`src/rtl/panel_serial_scheduler_pkg.sv`:
```
// Shared types, sizes and bit-mapping helpers for the panel serial scheduler.
package panel_serial_pkg;

    localparam int CHAIN_BITS   = 16;
    localparam int N_OUT_CHAINS = 4;
    localparam int N_IN_CHAINS  = 5;
    localparam int OUT_W        = N_OUT_CHAINS * CHAIN_BITS;
    localparam int IN_W         = N_IN_CHAINS * CHAIN_BITS;

    typedef enum logic [2:0] {
        ST_IDLE,
        ST_LOAD,
        ST_SHIFT_LO,
        ST_SHIFT_HI,
        ST_LATCH,
        ST_GAP
    } state_t;

    // Serial data bit for every 595 chain at bit index k (MSB of each chain first).
    function automatic logic [N_OUT_CHAINS-1:0] out_bits(
        input logic [OUT_W-1:0] word,
        input logic [3:0]       k
    );
        logic [N_OUT_CHAINS-1:0] b;
        logic [5:0]              idx;
        b = '0;
        for (int i = 0; i < N_OUT_CHAINS; i++) begin
            idx  = 6'(CHAIN_BITS * i + CHAIN_BITS - 1 - int'(k));
            b[i] = word[idx];
        end
        return b;
    endfunction

    // Drop the QH bits of all 165 chains into position 15-k of their chain slice.
    function automatic logic [IN_W-1:0] in_insert(
        input logic [IN_W-1:0]        cur,
        input logic [N_IN_CHAINS-1:0] qh,
        input logic [3:0]             k
    );
        logic [IN_W-1:0] r;
        logic [6:0]      idx;
        r = cur;
        for (int j = 0; j < N_IN_CHAINS; j++) begin
            idx    = 7'(CHAIN_BITS * j + CHAIN_BITS - 1 - int'(k));
            r[idx] = qh[j];
        end
        return r;
    endfunction

endpackage

```
`src/rtl/panel_serial_scheduler_if.sv`:
```
// Pin bundle between the scheduler and the 595 / 165 expansion chains.
interface panel_serial_scheduler_if;

    logic serial_out_srclk;
    logic serial_out_rclk;
    logic serial_out_ser_0;
    logic serial_out_ser_1;
    logic serial_out_ser_2;
    logic serial_out_ser_3;
    logic serial_in_rclk;
    logic serial_in_shldn;
    logic serial_in_ser_0;
    logic serial_in_ser_1;
    logic serial_in_ser_2;
    logic serial_in_ser_3;
    logic serial_in_ser_4;

    // Scheduler side: drives clocks, load and 595 data, receives 165 QH returns.
    modport master (
        output serial_out_srclk, serial_out_rclk,
        output serial_out_ser_0, serial_out_ser_1, serial_out_ser_2, serial_out_ser_3,
        output serial_in_rclk, serial_in_shldn,
        input  serial_in_ser_0, serial_in_ser_1, serial_in_ser_2, serial_in_ser_3,
        input  serial_in_ser_4
    );

    // Chain side: the shift-register hardware (or its model).
    modport slave (
        input  serial_out_srclk, serial_out_rclk,
        input  serial_out_ser_0, serial_out_ser_1, serial_out_ser_2, serial_out_ser_3,
        input  serial_in_rclk, serial_in_shldn,
        output serial_in_ser_0, serial_in_ser_1, serial_in_ser_2, serial_in_ser_3,
        output serial_in_ser_4
    );

endinterface

```
`src/rtl/panel_serial_scheduler_timer.sv`:
```
// Shared phase timer: down-counts CLK_DIV cycles per serial phase, or GAP cycles
// between frames, and flags the last cycle of the current phase.
module serial_phase_timer #(
    parameter int CLK_DIV = 2,
    parameter int GAP     = 4
) (
    input  logic clk,
    input  logic reset,
    input  logic load,
    input  logic load_gap,
    output logic phase_last
);

    localparam int MAXV = (CLK_DIV > GAP) ? CLK_DIV : GAP;
    localparam int CW   = (MAXV > 1) ? $clog2(MAXV) : 1;

    logic [CW-1:0] cnt;

    // Reload on every phase change, otherwise count down and rest at zero.
    always_ff @(posedge clk) begin
        if (reset) begin
            cnt <= '0;
        end else if (load) begin
            cnt <= load_gap ? CW'(GAP - 1) : CW'(CLK_DIV - 1);
        end else if (cnt != '0) begin
            cnt <= cnt - CW'(1);
        end
    end

    assign phase_last = (cnt == '0);

endmodule

```
`src/rtl/panel_serial_scheduler.sv`:
```
// Frame scheduler for the front-panel chains: shifts a 64-bit display word into
// four 595 chains while sampling an 80-bit switch word from five 165 chains.
module panel_serial_scheduler
    import panel_serial_pkg::*;
#(
    parameter int CLK_DIV = 2,
    parameter int GAP     = 4
) (
    input  logic                              clk,
    input  logic                              reset,
    input  logic                              enable,
    input  logic [OUT_W-1:0]                  out_data,
    output logic [IN_W-1:0]                   in_data,
    output logic                              in_valid,
    output logic                              busy,
    panel_serial_scheduler_if.master          sif,
    output state_t                            dbg_state
);

    // in_valid is a one-cycle strobe with no ready: in_data is valid from the
    // strobe cycle until the next strobe, and the consumer cannot stall it.

    state_t                  state;
    logic [3:0]              bit_k;
    logic [OUT_W-1:0]        snap;
    logic [IN_W-1:0]         in_shift;
    logic [N_OUT_CHAINS-1:0] ser_q;
    logic                    shift_clk_q;
    logic                    out_rclk_q;
    logic                    shldn_q;
    logic                    phase_last;
    logic                    timer_load;
    logic                    timer_load_gap;
    logic [N_IN_CHAINS-1:0]  qh;

    assign qh = {sif.serial_in_ser_4, sif.serial_in_ser_3, sif.serial_in_ser_2,
                 sif.serial_in_ser_1, sif.serial_in_ser_0};

    // Restart the timer on every state transition; only LATCH->GAP uses GAP.
    always_comb begin
        timer_load     = 1'b0;
        timer_load_gap = 1'b0;
        if (state == ST_IDLE) begin
            timer_load = enable;
        end else begin
            timer_load     = phase_last;
            timer_load_gap = (state == ST_LATCH);
        end
    end

    serial_phase_timer #(
        .CLK_DIV (CLK_DIV),
        .GAP     (GAP)
    ) u_timer (
        .clk        (clk),
        .reset      (reset),
        .load       (timer_load),
        .load_gap   (timer_load_gap),
        .phase_last (phase_last)
    );

    // Frame FSM; every pin is registered at the transition into the state it belongs to.
    always_ff @(posedge clk) begin
        if (reset) begin
            state       <= ST_IDLE;
            bit_k       <= '0;
            snap        <= '0;
            in_shift    <= '0;
            in_data     <= '0;
            in_valid    <= 1'b0;
            busy        <= 1'b0;
            ser_q       <= '0;
            shift_clk_q <= 1'b0;
            out_rclk_q  <= 1'b0;
            shldn_q     <= 1'b1;
        end else begin
            in_valid <= 1'b0;
            case (state)
                ST_IDLE: begin
                    if (enable) begin
                        state   <= ST_LOAD;
                        snap    <= out_data;
                        shldn_q <= 1'b0;
                        busy    <= 1'b1;
                    end
                end
                ST_LOAD: begin
                    if (phase_last) begin
                        state   <= ST_SHIFT_LO;
                        bit_k   <= '0;
                        shldn_q <= 1'b1;
                        ser_q   <= out_bits(snap, 4'd0);
                    end
                end
                ST_SHIFT_LO: begin
                    if (phase_last) begin
                        state       <= ST_SHIFT_HI;
                        in_shift    <= in_insert(in_shift, qh, bit_k);
                        shift_clk_q <= 1'b1;
                    end
                end
                ST_SHIFT_HI: begin
                    if (phase_last) begin
                        shift_clk_q <= 1'b0;
                        if (bit_k == 4'd15) begin
                            state      <= ST_LATCH;
                            out_rclk_q <= 1'b1;
                        end else begin
                            state <= ST_SHIFT_LO;
                            bit_k <= bit_k + 4'd1;
                            ser_q <= out_bits(snap, bit_k + 4'd1);
                        end
                    end
                end
                ST_LATCH: begin
                    if (phase_last) begin
                        state      <= ST_GAP;
                        out_rclk_q <= 1'b0;
                        in_data    <= in_shift;
                        in_valid   <= 1'b1;
                    end
                end
                ST_GAP: begin
                    if (phase_last) begin
                        if (enable) begin
                            state   <= ST_LOAD;
                            snap    <= out_data;
                            shldn_q <= 1'b0;
                        end else begin
                            state <= ST_IDLE;
                            busy  <= 1'b0;
                        end
                    end
                end
                default: begin
                    state <= ST_IDLE;
                    busy  <= 1'b0;
                end
            endcase
        end
    end

    assign dbg_state            = state;
    assign sif.serial_out_srclk = shift_clk_q;
    assign sif.serial_in_rclk   = shift_clk_q;
    assign sif.serial_out_rclk  = out_rclk_q;
    assign sif.serial_in_shldn  = shldn_q;
    assign sif.serial_out_ser_0 = ser_q[0];
    assign sif.serial_out_ser_1 = ser_q[1];
    assign sif.serial_out_ser_2 = ser_q[2];
    assign sif.serial_out_ser_3 = ser_q[3];

endmodule

```
`src/flat_wrapper.sv`:
```
// flat-port wrapper written by rule: the top's interface ports become plain ports
module panel_serial_scheduler_flat import panel_serial_pkg::*;
#(
    parameter int CLK_DIV = 2,
    parameter int GAP     = 4
)
  (clk, reset, enable, out_data, in_data, in_valid, busy, dbg_state, sif_serial_out_srclk, sif_serial_out_rclk, sif_serial_out_ser_0, sif_serial_out_ser_1, sif_serial_out_ser_2, sif_serial_out_ser_3, sif_serial_in_rclk, sif_serial_in_shldn, sif_serial_in_ser_0, sif_serial_in_ser_1, sif_serial_in_ser_2, sif_serial_in_ser_3, sif_serial_in_ser_4);
  panel_serial_scheduler_if sif_i ();
  input  logic clk;
  input  logic reset;
  input  logic enable;
  input  logic [OUT_W-1:0] out_data;
  output logic [IN_W-1:0] in_data;
  output logic in_valid;
  output logic busy;
  output state_t dbg_state;
  output wire logic [$bits(sif_i.serial_out_srclk)-1:0] sif_serial_out_srclk;
  output wire logic [$bits(sif_i.serial_out_rclk)-1:0] sif_serial_out_rclk;
  output wire logic [$bits(sif_i.serial_out_ser_0)-1:0] sif_serial_out_ser_0;
  output wire logic [$bits(sif_i.serial_out_ser_1)-1:0] sif_serial_out_ser_1;
  output wire logic [$bits(sif_i.serial_out_ser_2)-1:0] sif_serial_out_ser_2;
  output wire logic [$bits(sif_i.serial_out_ser_3)-1:0] sif_serial_out_ser_3;
  output wire logic [$bits(sif_i.serial_in_rclk)-1:0] sif_serial_in_rclk;
  output wire logic [$bits(sif_i.serial_in_shldn)-1:0] sif_serial_in_shldn;
  input wire logic [$bits(sif_i.serial_in_ser_0)-1:0] sif_serial_in_ser_0;
  input wire logic [$bits(sif_i.serial_in_ser_1)-1:0] sif_serial_in_ser_1;
  input wire logic [$bits(sif_i.serial_in_ser_2)-1:0] sif_serial_in_ser_2;
  input wire logic [$bits(sif_i.serial_in_ser_3)-1:0] sif_serial_in_ser_3;
  input wire logic [$bits(sif_i.serial_in_ser_4)-1:0] sif_serial_in_ser_4;
  assign sif_serial_out_srclk = sif_i.serial_out_srclk;
  assign sif_serial_out_rclk = sif_i.serial_out_rclk;
  assign sif_serial_out_ser_0 = sif_i.serial_out_ser_0;
  assign sif_serial_out_ser_1 = sif_i.serial_out_ser_1;
  assign sif_serial_out_ser_2 = sif_i.serial_out_ser_2;
  assign sif_serial_out_ser_3 = sif_i.serial_out_ser_3;
  assign sif_serial_in_rclk = sif_i.serial_in_rclk;
  assign sif_serial_in_shldn = sif_i.serial_in_shldn;
  assign sif_i.serial_in_ser_0 = sif_serial_in_ser_0;
  assign sif_i.serial_in_ser_1 = sif_serial_in_ser_1;
  assign sif_i.serial_in_ser_2 = sif_serial_in_ser_2;
  assign sif_i.serial_in_ser_3 = sif_serial_in_ser_3;
  assign sif_i.serial_in_ser_4 = sif_serial_in_ser_4;
  panel_serial_scheduler #(.CLK_DIV(CLK_DIV), .GAP(GAP)) u_core (.clk(clk), .reset(reset), .enable(enable), .out_data(out_data), .in_data(in_data), .in_valid(in_valid), .busy(busy), .sif(sif_i), .dbg_state(dbg_state));
endmodule
```
`config.mk`:
```
export PLATFORM = sky130hd
export DESIGN_NAME = panel_serial_scheduler_flat
export DESIGN_NICKNAME = d
export VERILOG_FILES = /design/src/rtl/panel_serial_scheduler_pkg.sv /design/src/rtl/panel_serial_scheduler_if.sv /design/src/rtl/panel_serial_scheduler_timer.sv /design/src/rtl/panel_serial_scheduler.sv /design/src/flat_wrapper.sv
export SDC_FILE = /design/constraint.sdc
export NUM_CORES = 1
export LEC_CHECK = 0
export ABC_AREA = 1
export ABC_CLOCK_PERIOD_IN_PS = 2600
export CELL_PAD_IN_SITES_DETAIL_PLACEMENT = 1
export CELL_PAD_IN_SITES_GLOBAL_PLACEMENT = 2
export CORE_MARGIN = 2
export CORE_UTILIZATION = 31
export CTS_BUF_LIST = sky130_fd_sc_hd__clkbuf_4
export DETAILED_ROUTE_END_ITERATION = 7
export GPL_TIMING_DRIVEN = 0
export MAX_ROUTING_LAYER = met4
export PLACE_DENSITY_LB_ADDON = 0.05
export SYNTH_ARGS = -nofsm -noshare
export SYNTH_HDL_FRONTEND = slang
export SYNTH_SLANG_ARGS = --single-unit
```
`constraint.sdc`:
```
create_clock -name clk -period 2.6 [get_ports clk]
set_input_delay 0.78 -clock clk [delete_from_list [all_inputs] [get_ports clk]]
set_output_delay 0.78 -clock clk [all_outputs]
set_load 0.05 [all_outputs]
```
# == Yosys cells after proc, flatten, opt, wreduce, memory -nomap -nowiden ==
# Cells that the tools add are included.
# Widths: inputs -> output; s select.
# totals
ff_bits,242
in_bits,72
out_inout_bits,93
wordCells,141
# classes
n_addsub,11
n_lt_le_gt_ge,14
eq_ne,15
mux,62
bitwise_logic,2
n_reduce_logical,25
# op_table
cell,n
$bwmux 80,5
$mux 64,2
$pmux 64 s2,1
$lt 7x8->1 const B,5
$demux 1 s7,5
$ge 7x1->1 const B,5
$lt 6x7->1 const B,4
$bmux 1 s6,4
$mux 4,6
$mux 1,22
$mux 3,7
$pmux 3 s6,1
$pmux 4 s2,2
$sub 6x4->7 const A,2
$ne 2x1->1 const B,6
$reduce_and 4->1,3
$reduce_bool 2->1,6
$sub 5x4->6 const A,2
$sub 6x4->6 const A,2
$sub 4x4->5 const A,2
$sub 7x4->7 const A,1
$eq 3x2->1 const B,2
$eq 3x3->1 const B,2
$mux 2,3
other kinds (17),29

# == Depth between registers and ports, before layout ==
# Gate-level depths: netlist of the first run.
# logic_depth
ltp_word,10
depth_mapped,13
ltp_nobuf,10

# == Modules after synthesis ==
# Synthesis of the first run repeated with hierarchy kept, for this count alone.
# hier_totals
hier_cells,1206
area_unflattened_um2,9281.4
# by_module_without_submodules
module,n_inst,cells_each,area_per_inst_um2,seq_area_each_um2
panel_serial_scheduler,1,1189,9172.5,4804.6
serial_phase_timer,1,17,108.9,40.0

# == Least setup slack after synthesis of the first run ==
# OpenSTA, ideal clock, no wires.
# synth_timing
kind,flip-flop to flip-flop
start,register u_core.bit_k[0]
end,register u_core.ser_q[0]
setup_time_ns,0.071
arrival_time_ns,2.255
required_ns,2.529
path_slack_ns,0.274
stages_incl_launch_ff,14
n_path_buf,4
synth_period_minus_slack_ns,2.326
path_cell_list,dfxtp_1 -> buf_2 -> clkinv_1 -> clkbuf_1 -> ha_1 -> clkbuf_1 -> inv_1 -> clkbuf_1 -> nand3_1 -> nand3_1 -> nand3_1 -> nand3_1 -> nand2_1 -> a21oi_1
# synth_via
elab_chain_len,7
word_cells_on_any_way,10
cone_classes,add/sub (2); eq/ne (2); mux (5); reduce/logical (1)
# synth_rtl
item,line,text
from (decl),panel_serial_scheduler.sv:24,logic [3:0] bit_k;
from (signal assigned),panel_serial_scheduler.sv:110,bit_k <= bit_k + 4'd1;
$add 4x1->4,panel_serial_scheduler.sv:111,"ser_q <= out_bits(snap, bit_k + 4'd1);"
$sub 4x4->5,panel_serial_scheduler_pkg.sv:28,idx = 6'(CHAIN_BITS * i + CHAIN_BITS - 1 - int'(k));
$bmux 1 s6,panel_serial_scheduler_pkg.sv:29,b[i] = word[idx];
$mux 1 (not written as such),panel_serial_scheduler_pkg.sv:29,
$mux 4,panel_serial_scheduler.sv:105,if (bit_k == 4'd15) begin
$mux 4,panel_serial_scheduler.sv:103,if (phase_last) begin
$pmux 4 s2,panel_serial_scheduler.sv:78,case (state)
to (signal assigned),panel_serial_scheduler.sv:92,"ser_q <= out_bits(snap, 4'd0);"
to (signal assigned),panel_serial_scheduler.sv:111,
to (decl),panel_serial_scheduler.sv:27,logic [N_OUT_CHAINS-1:0] ser_q;
# Parallel ways exist; a longest one is shown, timed or not. The select of a mux whose other input is x is not followed.
# A chain may end at the register's enable or synchronous reset.

# == Worst setup path in the final report of the first run ==
# layout_timing
start,register u_core.shift_clk_q (netlist: u_core.sif.serial_in_rclk)
end,output sif_serial_out_srclk
# layout_lines
item,line,text
from (decl),panel_serial_scheduler.sv:28,logic shift_clk_q;
from (signal assigned),panel_serial_scheduler.sv:73,shift_clk_q <= 1'b0;
from (signal assigned),panel_serial_scheduler.sv:99,shift_clk_q <= 1'b1;
from (signal assigned),panel_serial_scheduler.sv:104,shift_clk_q <= 1'b0;
to (decl),flat_wrapper.sv:17,output wire logic [$bits(sif_i.serial_out_srclk)-1:0] sif_serial_out_srclk;
# No word-level cell between the ends.

==> results of run 1 <==
-- metrics by stage --
stage	instance area [µm²]	setup WS (ns)	hold slack [ns]
finish	12260	0.1288	0.4517
global route	12260	0.01338	0.4775
CTS	12240	0.001628	0.4568
detailed placement	11450	-1.074	0.4480
global placement	11450	-1.038	0.4401
floorplan	9319	0.2745	0.4292
-- power by group through the flow --
stage | clock [mW] | sequential [mW] | combinational, mW
3_5_place_dp | 0 | 4.83 | 4.79
5_1_grt | 3.94 | 4.81 | 5.16
3_3_place_gp | 0 | 4.81 | 4.74
4_1_cts | 3.74 | 4.74 | 4.68
2_1_floorplan | 0 | 5.79 | 2.12
6_report | 3.61 | 4.73 | 4.64
-- logic make-up after synthesis --
kind of cell	count (synthesis)	synth area share, %
AOI/OAI and AO/OA	329	17.88
adders and majority gates	5	0.6713
buffers and inverters	183	7.640
and+or+nand+nor	498	21.44
xor gates and xnor gates	4	0.3760
DFF	242	51.99
-- final timing paths --
kind / startpoint / endpoint / slack [ns] / cells after the start
worst max-delay path: u_core.sif.serial_in_rclk / sif_serial_out_srclk / 0.13 / 2
worst max register to register: u_core.bit_k[0] / u_core.ser_q[2] / 0.16 / 12
worst min register to register: u_core.snap[18] / u_core.snap[18] / 0.45 / 2
worst min-delay path: u_core.snap[18] / u_core.snap[18] / 0.45 / 2
-- flip-flops by register name, summed over array words and instances, names as in the netlist, 2 cells and up --
register,flops
u_core.bit_k,4
u_core.dbg_state,3
u_core.in_data,80
u_core.in_shift,80
u_core.ser_q,4
u_core.snap,64
u_core.u_timer.cnt,2
-- layer usage --
layer	vias to the layer above	wire length [µm]	track usage [%]
met4	0	567	6.387
met2	201	14250	33.09
li1	4597	-	-
met3	53	1194	3.406
met5	-	0	-
met1	4376	16930	31.02
-- final cells by class --
| type | instances | area [µm²] | area share, % |
|---|---|---|---|
| clock buffer | 100 | 750.7 | 6.126 |
| sequential | 242 | 4845 | 39.53 |
| tap | 390 | 488.0 | 3.982 |
| inverter | 104 | 395.4 | 3.226 |
| timing repair buffer | 165 | 1540 | 12.57 |
| clock inverter | 16 | 120.1 | 0.9801 |
| buffer | 78 | 329.1 | 2.685 |
| multi-input combinational | 836 | 3782 | 30.86 |
| antenna | 2 | 5.005 | 0.04084 |
-- cells in the mapped netlist --
cell type  count
o21ai_0      224
inv_1         96
nor3_1         3
o21a_1         1
nand3_1       69
nor3_2         2
buf_4          2
clkbuf_2       1
xor2_1         3
clkinv_1       1
clkbuf_1      63
xnor2_1        1
o211ai_1       1
buf_2         13
nor2_2         2
nand3_2        1
nand2_1       83
ha_1           5
a211oi_1       4
nor2_1       332
o21ai_1        9
nand4_1        6
inv_2          7
a21oi_1       86
o22ai_1        1
dfxtp_1      242
a31oi_1        3
-- worst max-delay path, cell delays in order, from the launching register on --
cell and delay, ns:
dfxtp_1 0.39, buf_4 0.13, dlygate4sd2_1 0.51
-- what timing repair did --
action / 4_1_cts / 5_1_grt
resized for setup: 100 / 7
endpoints found under the hold margin: 0 / 0
buffers inserted: 1 / 0
setup endpoints to repair: 111 / 11
==> key figures, run 1 <==
Die
  – Die Y: roughly 180 µm
  – Rows: 63
  – Die width: roughly 180 µm
  – Total die area: approximately 0.031 mm²
  – CORE AREA: a little under 0.03 mm²
  – I/O pin count: ~170
  – Starting density of the core: 31.44%

Routing
  – Vias: 9227
  – Routed Antenna Nets: 0
  – Wire length per cell: 17.04 µm
  – Initial DRC count: ~460
  – Avg Vias per Cell: around 4.8
  – Remaining DRCs: 0
  – Drt pass-1 iters: 5
  – Post-Route WL: between 30000 and 40000 µm

Final layout
  – Synth-to-layout area growth: 31.51%
  – # fillers: 3721
  – Layout cells sized above 1: under 10%
  – Leading cell type in the layout, fill and taps excluded: nor2_1
  – Nets: ~1600
  – Most frequent cells in the layout: nor2_1 (332), dfxtp_1 (242), o21ai_0 (224)
  – Final core occ: between 40 and 50%
  – Final cell count without fillers: between 1500 and 2000

STA
  – Least-Margin Pin Slew: a little over 1 ns
  – Post-route minimum period: 2.471 ns
  – Final hold vios: 0
  – Total Negative Setup Slacks: 0 ns
  – Max-slew violations: 0
  – Slew HR: 31.89%
  – Period utilization: ~95%
  – # setup viols final: 0
  – Max Clock Skew: ~0.035 ns
  – Fmax: approximately 400 MHz
  – RSZ-0062 raised after global routing: no

Critical path
  – WP data required: around 1.8 ns
  – Critical path launch point type: flop
  – Crit end category: primary output
  – Worst-path fanout max: 3
  – CP Class: reg2out
  – Crit path DAT: 1.69 ns

Clocking
  – Clock sink count: around 240
  – Clk_lat worst skew: ~0.68 ns
  – Clock Root Buffer: clkbuf_4
  – H-tree depth: 3
  – CTS hold repair buffers: 0
  – CTS tree: yes
  – Num CTS Buffers: 70
  – Bufs on Longest Clock Path: 3
  – Clock transition at path regs: approximately 0.060 ns

GRT
  – First-pass GRT wire length: between 50000 and 60000 µm
  – Initial antenna violation count: 1
  – Largest net degree at the start of global routing: 12
  – Global Route Usage Sum: around 22%
  – Vias in the first global route: around 9600
  – Grt ovf: 0

Pwr
  – Design Power: approximately 13 mW
  – Part of the power in combinational logic: between 30% and 40%
  – Switching power: 5.304 mW
  – Sw Ratio: 40.84%
  – Clock group share of total power: 27.8%
  – Power Density: around 1100 mW/mm²
  – Leak: approximately 5.7 nW
  – P_int: a little under 8 mW
  – Register share of total power: a little over a third
  – Worst IR drop on VDD: 0.3938 mV

Logic synthesis
  – Area leader, netlist: dfxtp_1
  – Area share of the largest cell type after synthesis: roughly 52%
  – Netlist cell types: 27
  – Post-Synthesis Cells: about 1300
  – Yosys reg bits: 242
  – Cell area after synthesis: 0.009319 mm²
  – Syn_area_per_cell: roughly 7.4 µm²
  – Register area share after synthesis: around half
  – Syn_nets: approximately 1300
  – Synth warn: 0
  – Synth top area cells: dfxtp_1 (52%), nor2_1 (13%), o21ai_0 (12%), a21oi_1 (4.6%), inv_1 (3.9%)

Placement
  – Port Buf Inserts: approximately 160
  – Placer Congestion: between 0.8 and 0.9
  – Dpl hpwl: approximately 24000 µm
  – Cell total after placement: 1815

Run status
  – Status: complete, no violations

Worst hold path
  – Hold Path Class: reg2reg

Flow run
  – Max Cap Viol: 0
Note: power is estimated with default switching activity, not from simulation.
==> run 2, diff against run 1 <==
CAP_MARGIN = 20   (was default)
PLACE_DENSITY = 0.85   (was default)
PLACE_DENSITY_LB_ADDON = default   (was 0.05)
==> key figures, run 2 (synthesis results as in run 1) <==
Critical path
  – Slowest CP cell: dlygate4sd2_1 (unchanged)
  – Delay of the slowest cell on the worst path: 0.51 ns (about the same)
  – CP Class: reg2out (unchanged)
  – Crit end category: primary output (unchanged)
  – Crit path buf inv count: 2 (unchanged)
  – Crit path DAT: 1.68 ns (was 1.69 ns)
  – WP data required: 1.82 ns (about the same)
  – Crit path cell chain: buf_4 > dlygate4sd2_1 (unchanged)
  – Critical path launch point type: flop (unchanged)
  – Top Family by Delay on Critical Path: buffers and inverters (unchanged)
  – Worst-path fanout max: 3 (unchanged)

STA
  – Max-slew violations: 0 (unchanged)
  – Final hold vios: 0 (unchanged)
  – Slew HR: 37.59% (was 31.89%)
  – Post-route minimum period: 2.465 ns (was 2.471 ns)
  – # setup viols final: 0 (unchanged)
  – Fmax: 405.7 MHz (was 404.7 MHz)
  – Hold WS: 0.4555 ns (was 0.4517 ns)
  – Least-Margin Pin Slew: 0.9294 ns (was 1.014 ns)
  – Fin worst setup slack: 0.1352 ns (was 0.1288 ns)
  – Period utilization: 94.80% (was 95.04%)
  – Max Clock Skew: 0.04135 ns (was 0.03536 ns)

Pwr
  – Worst IR drop on VDD: 0.3192 mV (was 0.3938 mV)
  – Part of the power in combinational logic: 36.1% (was 35.8%)
  – Power Density: 1050 mW/mm² (was 1060 mW/mm²)
  – Leak: 5.626 nW (was 5.659 nW)
  – Sw Ratio: 41.10% (was 40.84%)
  – P_int: 7.537 mW (was 7.684 mW)
  – Register share of total power: 37.1% (was 36.4%)
  – Clock group share of total power: 26.8% (was 27.8%)
  – Design Power: 12.80 mW (was 12.99 mW)
  – Switching power: 5.259 mW (was 5.304 mW)

Clocking
  – Clock Root Buffer: clkbuf_4 (unchanged)
  – Num CTS Buffers: 67 (was 70)
  – Clock sink count: 242 (unchanged)
  – Bufs on Longest Clock Path: 3 (unchanged)
  – Clk_lat worst skew: 0.69 ns (was 0.68 ns)
  – Clock transition at path regs: 0.06 ns (about the same)
  – CTS tree: yes (unchanged)
  – H-tree depth: 3 (unchanged)
  – CTS hold repair buffers: 0 (unchanged)

GRT
  – Initial antenna violation count: 1 (unchanged)
  – Vias in the first global route: 9471 (was 9561)
  – Global Route Usage Sum: 21.49% (was 22.18%)
  – Grt ovf: 0 (unchanged)
  – Largest net degree at the start of global routing: 12 (unchanged)
  – First-pass GRT wire length: 50750 µm (was 52320 µm)

Flow run
  – Max Cap Viol: 0 (unchanged)

Routing
  – Wire length per cell: 16.87 µm (was 17.04 µm)
  – Avg Vias per Cell: 4.798 (was 4.773)
  – Remaining DRCs: 0 (unchanged)
  – Routed Antenna Nets: 0 (unchanged)
  – Vias: 9232 (was 9227)
  – Initial DRC count: 498 (was 464)
  – Drt pass-1 iters: 5 (unchanged)
  – Post-Route WL: 32460 µm (was 32940 µm)

Die
  – CORE AREA: 0.02964 mm² (unchanged)
  – Total die area: 0.03146 mm² (unchanged)
  – Starting density of the core: 31.44% (unchanged)
  – Rows: 63 (unchanged)
  – I/O pin count: 165 (unchanged)
  – Die Y: 177.4 µm (unchanged)
  – Die width: 177.4 µm (unchanged)

Final layout
  – Layout cells sized above 1: 9.263% (was 9.280%)
  – Most frequent cells in the layout: nor2_1 (332), dfxtp_1 (242), o21ai_0 (224) (unchanged)
  – Biggest regs: u_core.in_data: 80 flops, u_core.in_shift: 80 flops, u_core.snap: 64 flops (unchanged)
  – # fillers: 3793 (was 3721)
  – Reg area: 0.004845 mm² (unchanged)
  – Nets: 1571 (was 1574)
  – Synth-to-layout area growth: 30.80% (was 31.51%)
  – Leading cell type in the layout, fill and taps excluded: nor2_1 (unchanged)
  – Multi-input gate area: 0.003782 mm² (unchanged)

Run status
  – Status: complete, no violations (unchanged)

Placement
  – Placer Congestion: 0.7959 (was 0.8049)
  – Port Buf Inserts: 164 (unchanged)
  – Pre-CTS setup slack: -1.010 ns (was -1.074 ns)
  – Dpl hpwl: 23460 µm (was 23780 µm)

Worst hold path
  – Hold Path Class: reg2reg (unchanged)
## run 2: path summary, 6_finish.rpt
| kind | slack (ns) | to | depth (start not counted) | from |
|---|---|---|---|---|
| setup / recovery | 0.14 | sif_serial_out_srclk | 2 | u_core.sif.serial_in_rclk |
| hold / removal | 0.46 | u_core.snap[43] | 2 | u_core.snap[43] |
| setup reg to reg | 0.19 | u_core.ser_q[1] | 12 | u_core.bit_k[0] |
| hold reg to reg | 0.46 | u_core.snap[43] | 2 | u_core.snap[43] |
## run 2: layer usage
| metal | up-vias | wire, µm | global-route usage [%] |
|---|---|---|---|
| met5 | - | 0 | - |
| met4 | 0 | 620 | 7.001 |
| met3 | 53 | 1529 | 4.156 |
| met2 | 230 | 14840 | 34.05 |
| met1 | 4369 | 15480 | 27.59 |
| li1 | 4580 | - | - |
## run 2: layout make-up
type	count	area share, %
sequential	242	39.75
antenna	1	0.02053
multi-input combinational	836	31.03
buffer	78	2.679
timing repair buffer	165	12.61
inverter	104	3.244
clock buffer	98	6.036
clock inverter	10	0.6364
tap	390	4.003
## run 2: timing repair
item                                    4_1_cts  5_1_grt
endpoints found under the setup margin       98        5
setup buffers                                 0        1
gates cloned                                  0        0
resized for setup                           101        3
pin swaps                                     0        0
## run 2: through the flow
step	TNS (ns)	cell area (µm²)	instances	utilization (%)
final	0	12190	1924	41.13
after global routing	-0.01595	12190	1924	41.13
after CTS	0	12170	1922	41.06
after detailed placement	-61.33	11450	1815	38.63
after global placement	-44.25	11450	1815	38.63
after floorplan	0	9319	1261	-
## run 2: power groups by stage
| stage | sequential (mW) | combinational [mW] | clock (mW) |
|---|---|---|---|
| 2_1_floorplan | 5.79 | 2.12 | 0 |
| 3_3_place_gp | 4.82 | 4.69 | 0 |
| 3_5_place_dp | 4.84 | 4.74 | 0 |
| 4_1_cts | 4.75 | 4.61 | 3.55 |
| 5_1_grt | 4.82 | 5.10 | 3.76 |
| 6_report | 4.75 | 4.62 | 3.43 |
## run 2: worst register-to-register path: stages, from the launching register on
cell        delay, ns
dfxtp_1          0.35
buf_2            0.20
clkinv_2         0.16
clkbuf_4         0.28
ha_4             0.40
clkinvlp_4       0.11
clkbuf_4         0.22
nand3_1          0.12
nand3_1          0.09
nand3_1          0.13
nand3_1          0.10
nand2_1          0.07
a21oi_1          0.05
==> run 3, diff against run 2 <==
CORE_UTILIZATION = 30   (was 31)
PLACE_DENSITY = 0.83   (was 0.85)
==> key figures, run 3 (synthesis results as in run 1) <==
Final layout
  – Synth-to-layout area growth: 31.87% (was 30.80%)
  – Leading cell type in the layout, fill and taps excluded: nor2_1 (unchanged)
  – Layout cells sized above 1: 8.984% (was 9.263%)
  – Most frequent cells in the layout: nor2_1 (332), dfxtp_1 (242), o21ai_0 (224) (unchanged)
  – Nets: 1572 (was 1571)
  – Final cell count without fillers: 1934 (was 1924)
  – Biggest regs: u_core.in_data: 80 flops, u_core.in_shift: 80 flops, u_core.snap: 64 flops (unchanged)

Die
  – Die width: 180.2 µm (was 177.4 µm)
  – Starting density of the core: 30.46% (was 31.44%)
  – Rows: 64 (was 63)
  – Die Y: 180.2 µm (was 177.4 µm)
  – Total die area: 0.03249 mm² (was 0.03146 mm²)
  – CORE AREA: 0.03059 mm² (was 0.02964 mm²)
  – I/O pin count: 165 (unchanged)

Clocking
  – Clock Root Buffer: clkbuf_4 (unchanged)
  – Clock sink count: 242 (unchanged)
  – CTS hold repair buffers: 0 (unchanged)
  – CTS tree: yes (unchanged)
  – Clock transition at path regs: 0.06 ns (about the same)
  – H-tree depth: 3 (unchanged)
  – Num CTS Buffers: 68 (was 67)
  – Bufs on Longest Clock Path: 3 (unchanged)
  – Clk_lat worst skew: 0.68 ns (was 0.69 ns)

Routing
  – Remaining DRCs: 0 (unchanged)
  – Avg Vias per Cell: 4.782 (was 4.798)
  – Routed Antenna Nets: 0 (unchanged)
  – Drt pass-1 iters: 5 (unchanged)
  – Wire length per cell: 16.95 µm (was 16.87 µm)
  – Initial DRC count: 391 (was 498)
  – Post-Route WL: 32790 µm (was 32460 µm)
  – Vias: 9248 (was 9232)

STA
  – Slew HR: 35.18% (was 37.59%)
  – Final hold vios: 0 (unchanged)
  – # setup viols final: 0 (unchanged)
  – Fin worst setup slack: 0.08340 ns (was 0.1352 ns)
  – Least-Margin Pin Slew: 0.9653 ns (was 0.9294 ns)
  – Max-slew violations: 0 (unchanged)
  – Post-route minimum period: 2.517 ns (was 2.465 ns)
  – Period utilization: 96.79% (was 94.80%)
  – Max Clock Skew: 0.07123 ns (was 0.04135 ns)
  – RSZ-0062 raised after global routing: no
  – Fmax: 397.4 MHz (was 405.7 MHz)
  – Hold WS: 0.4454 ns (was 0.4555 ns)

Critical path
  – WP data required: 1.82 ns (about the same)
  – Critical Path Stages: 1 (was 2)
  – Crit path buf inv count: 1 (was 2)
  – Top Family by Delay on Critical Path: buffers and inverters (unchanged)
  – Critical path launch point type: flop (unchanged)
  – Worst-path fanout max: 1 (was 3)
  – R2R depth: 12 (unchanged)
  – Crit end category: primary output (unchanged)
  – Crit path DAT: 1.74 ns (was 1.68 ns)
  – CP Class: reg2out (unchanged)
  – Delay of the slowest cell on the worst path: 0.81 ns (was 0.51 ns)
  – Crit path cell chain: clkdlybuf4s50_1 (was buf_4 > dlygate4sd2_1)
  – Slowest CP cell: clkdlybuf4s50_1 (was dlygate4sd2_1)

Placement
  – Cell total after placement: 1821 (was 1815)
  – Port Buf Inserts: 164 (unchanged)
  – Pre-CTS setup slack: -1.080 ns (was -1.010 ns)
  – Placer Congestion: 0.8119 (was 0.7959)
  – Dpl hpwl: 23550 µm (was 23460 µm)

GRT
  – Grt ovf: 0 (unchanged)
  – Vias in the first global route: 9479 (was 9471)
  – Global Route Usage Sum: 20.44% (was 21.49%)
  – Initial antenna violation count: 1 (unchanged)
  – First-pass GRT wire length: 51410 µm (was 50750 µm)
  – Largest net degree at the start of global routing: 12 (unchanged)

Worst hold path
  – WHS Path Cells: 2 (unchanged)
  – Hold Path Class: reg2reg (unchanged)

Run status
  – Status: complete, no violations (unchanged)

Pwr
  – Leak: 5.728 nW (was 5.626 nW)
  – Worst IR drop on VDD: 0.3871 mV (was 0.3192 mV)
  – Power Density: 1064 mW/mm² (was 1050 mW/mm²)

Flow run
  – Max Cap Viol: 0 (unchanged)
run 3: changes by cell type in the layout (fill, tap and decap cells not counted), sizes merged, moves of 2 or more:
cell	delta
bufinv	+3
clkbuf	-5
clkinv	+7
clkinvlp	-2
dlygate4sd2	-7
dlymetal6s2s	+6
run 3: power by group:
part	switching, mW	total, mW	internal, mW
Sequential	0.319	4.75	4.43
Combinational	3.34	4.65	1.31
Clock	1.62	3.68	2.06
run 3: timing repair:
action,4_1_cts,5_1_grt
gates resized for setup,94,11
setup endpoints to repair,106,12
pin swaps,0,0
setup buffers,1,0
run 3: tightest hold or removal path: cells and delay by family, from the launching register on:
kind             cells  cell delay [ns]
DFF                  1             0.33
and+or+nand+nor      2             0.13
run 3: path summary, 6_finish.rpt:
path / start / to / slack (ns)
worst min-delay path: u_core.in_shift[64] / u_core.in_data[64] / 0.45
worst min register to register: u_core.in_shift[64] / u_core.in_data[64] / 0.45
worst max register to register: u_core.bit_k[0] / u_core.ser_q[1] / 0.20
worst max-delay path: u_core.in_valid / in_valid / 0.08
run 3: final cells by class:
type	count	area, µm²
repair buffers	165	1560
plain buffers	78	326.6
fillers	3849	18300
multi-input cells	836	3782
clock buffers	94	705.7
diodes	2	5.005
inverters	104	395.4
clock inverters	17	173.9
well taps	396	495.5
flip-flops and latches	242	4845
run 3: per-layer routing:
metal	global-route usage, %	vias up	part of all wire, %
met2	32.81	210	46
met5	-	-	0
met4	6.484	0	2.2
met3	3.274	59	3.8
li1	-	4605	-
met1	26.37	4374	48
run 3: metrics by stage:
| stage | setup TNS [ns] | util (%) | area (µm²) | power, mW |
|---|---|---|---|---|
| floorplan | 0 | - | 9319 | 7.915 |
| global placement | -56.74 | 37.45 | 11460 | 9.520 |
| detailed placement | -55.54 | 37.45 | 11460 | 9.603 |
| CTS | 0 | 40.08 | 12260 | 13.21 |
| global route | 0 | 40.18 | 12290 | 13.92 |
| finish | 0 | 40.18 | 12290 | 13.07 |
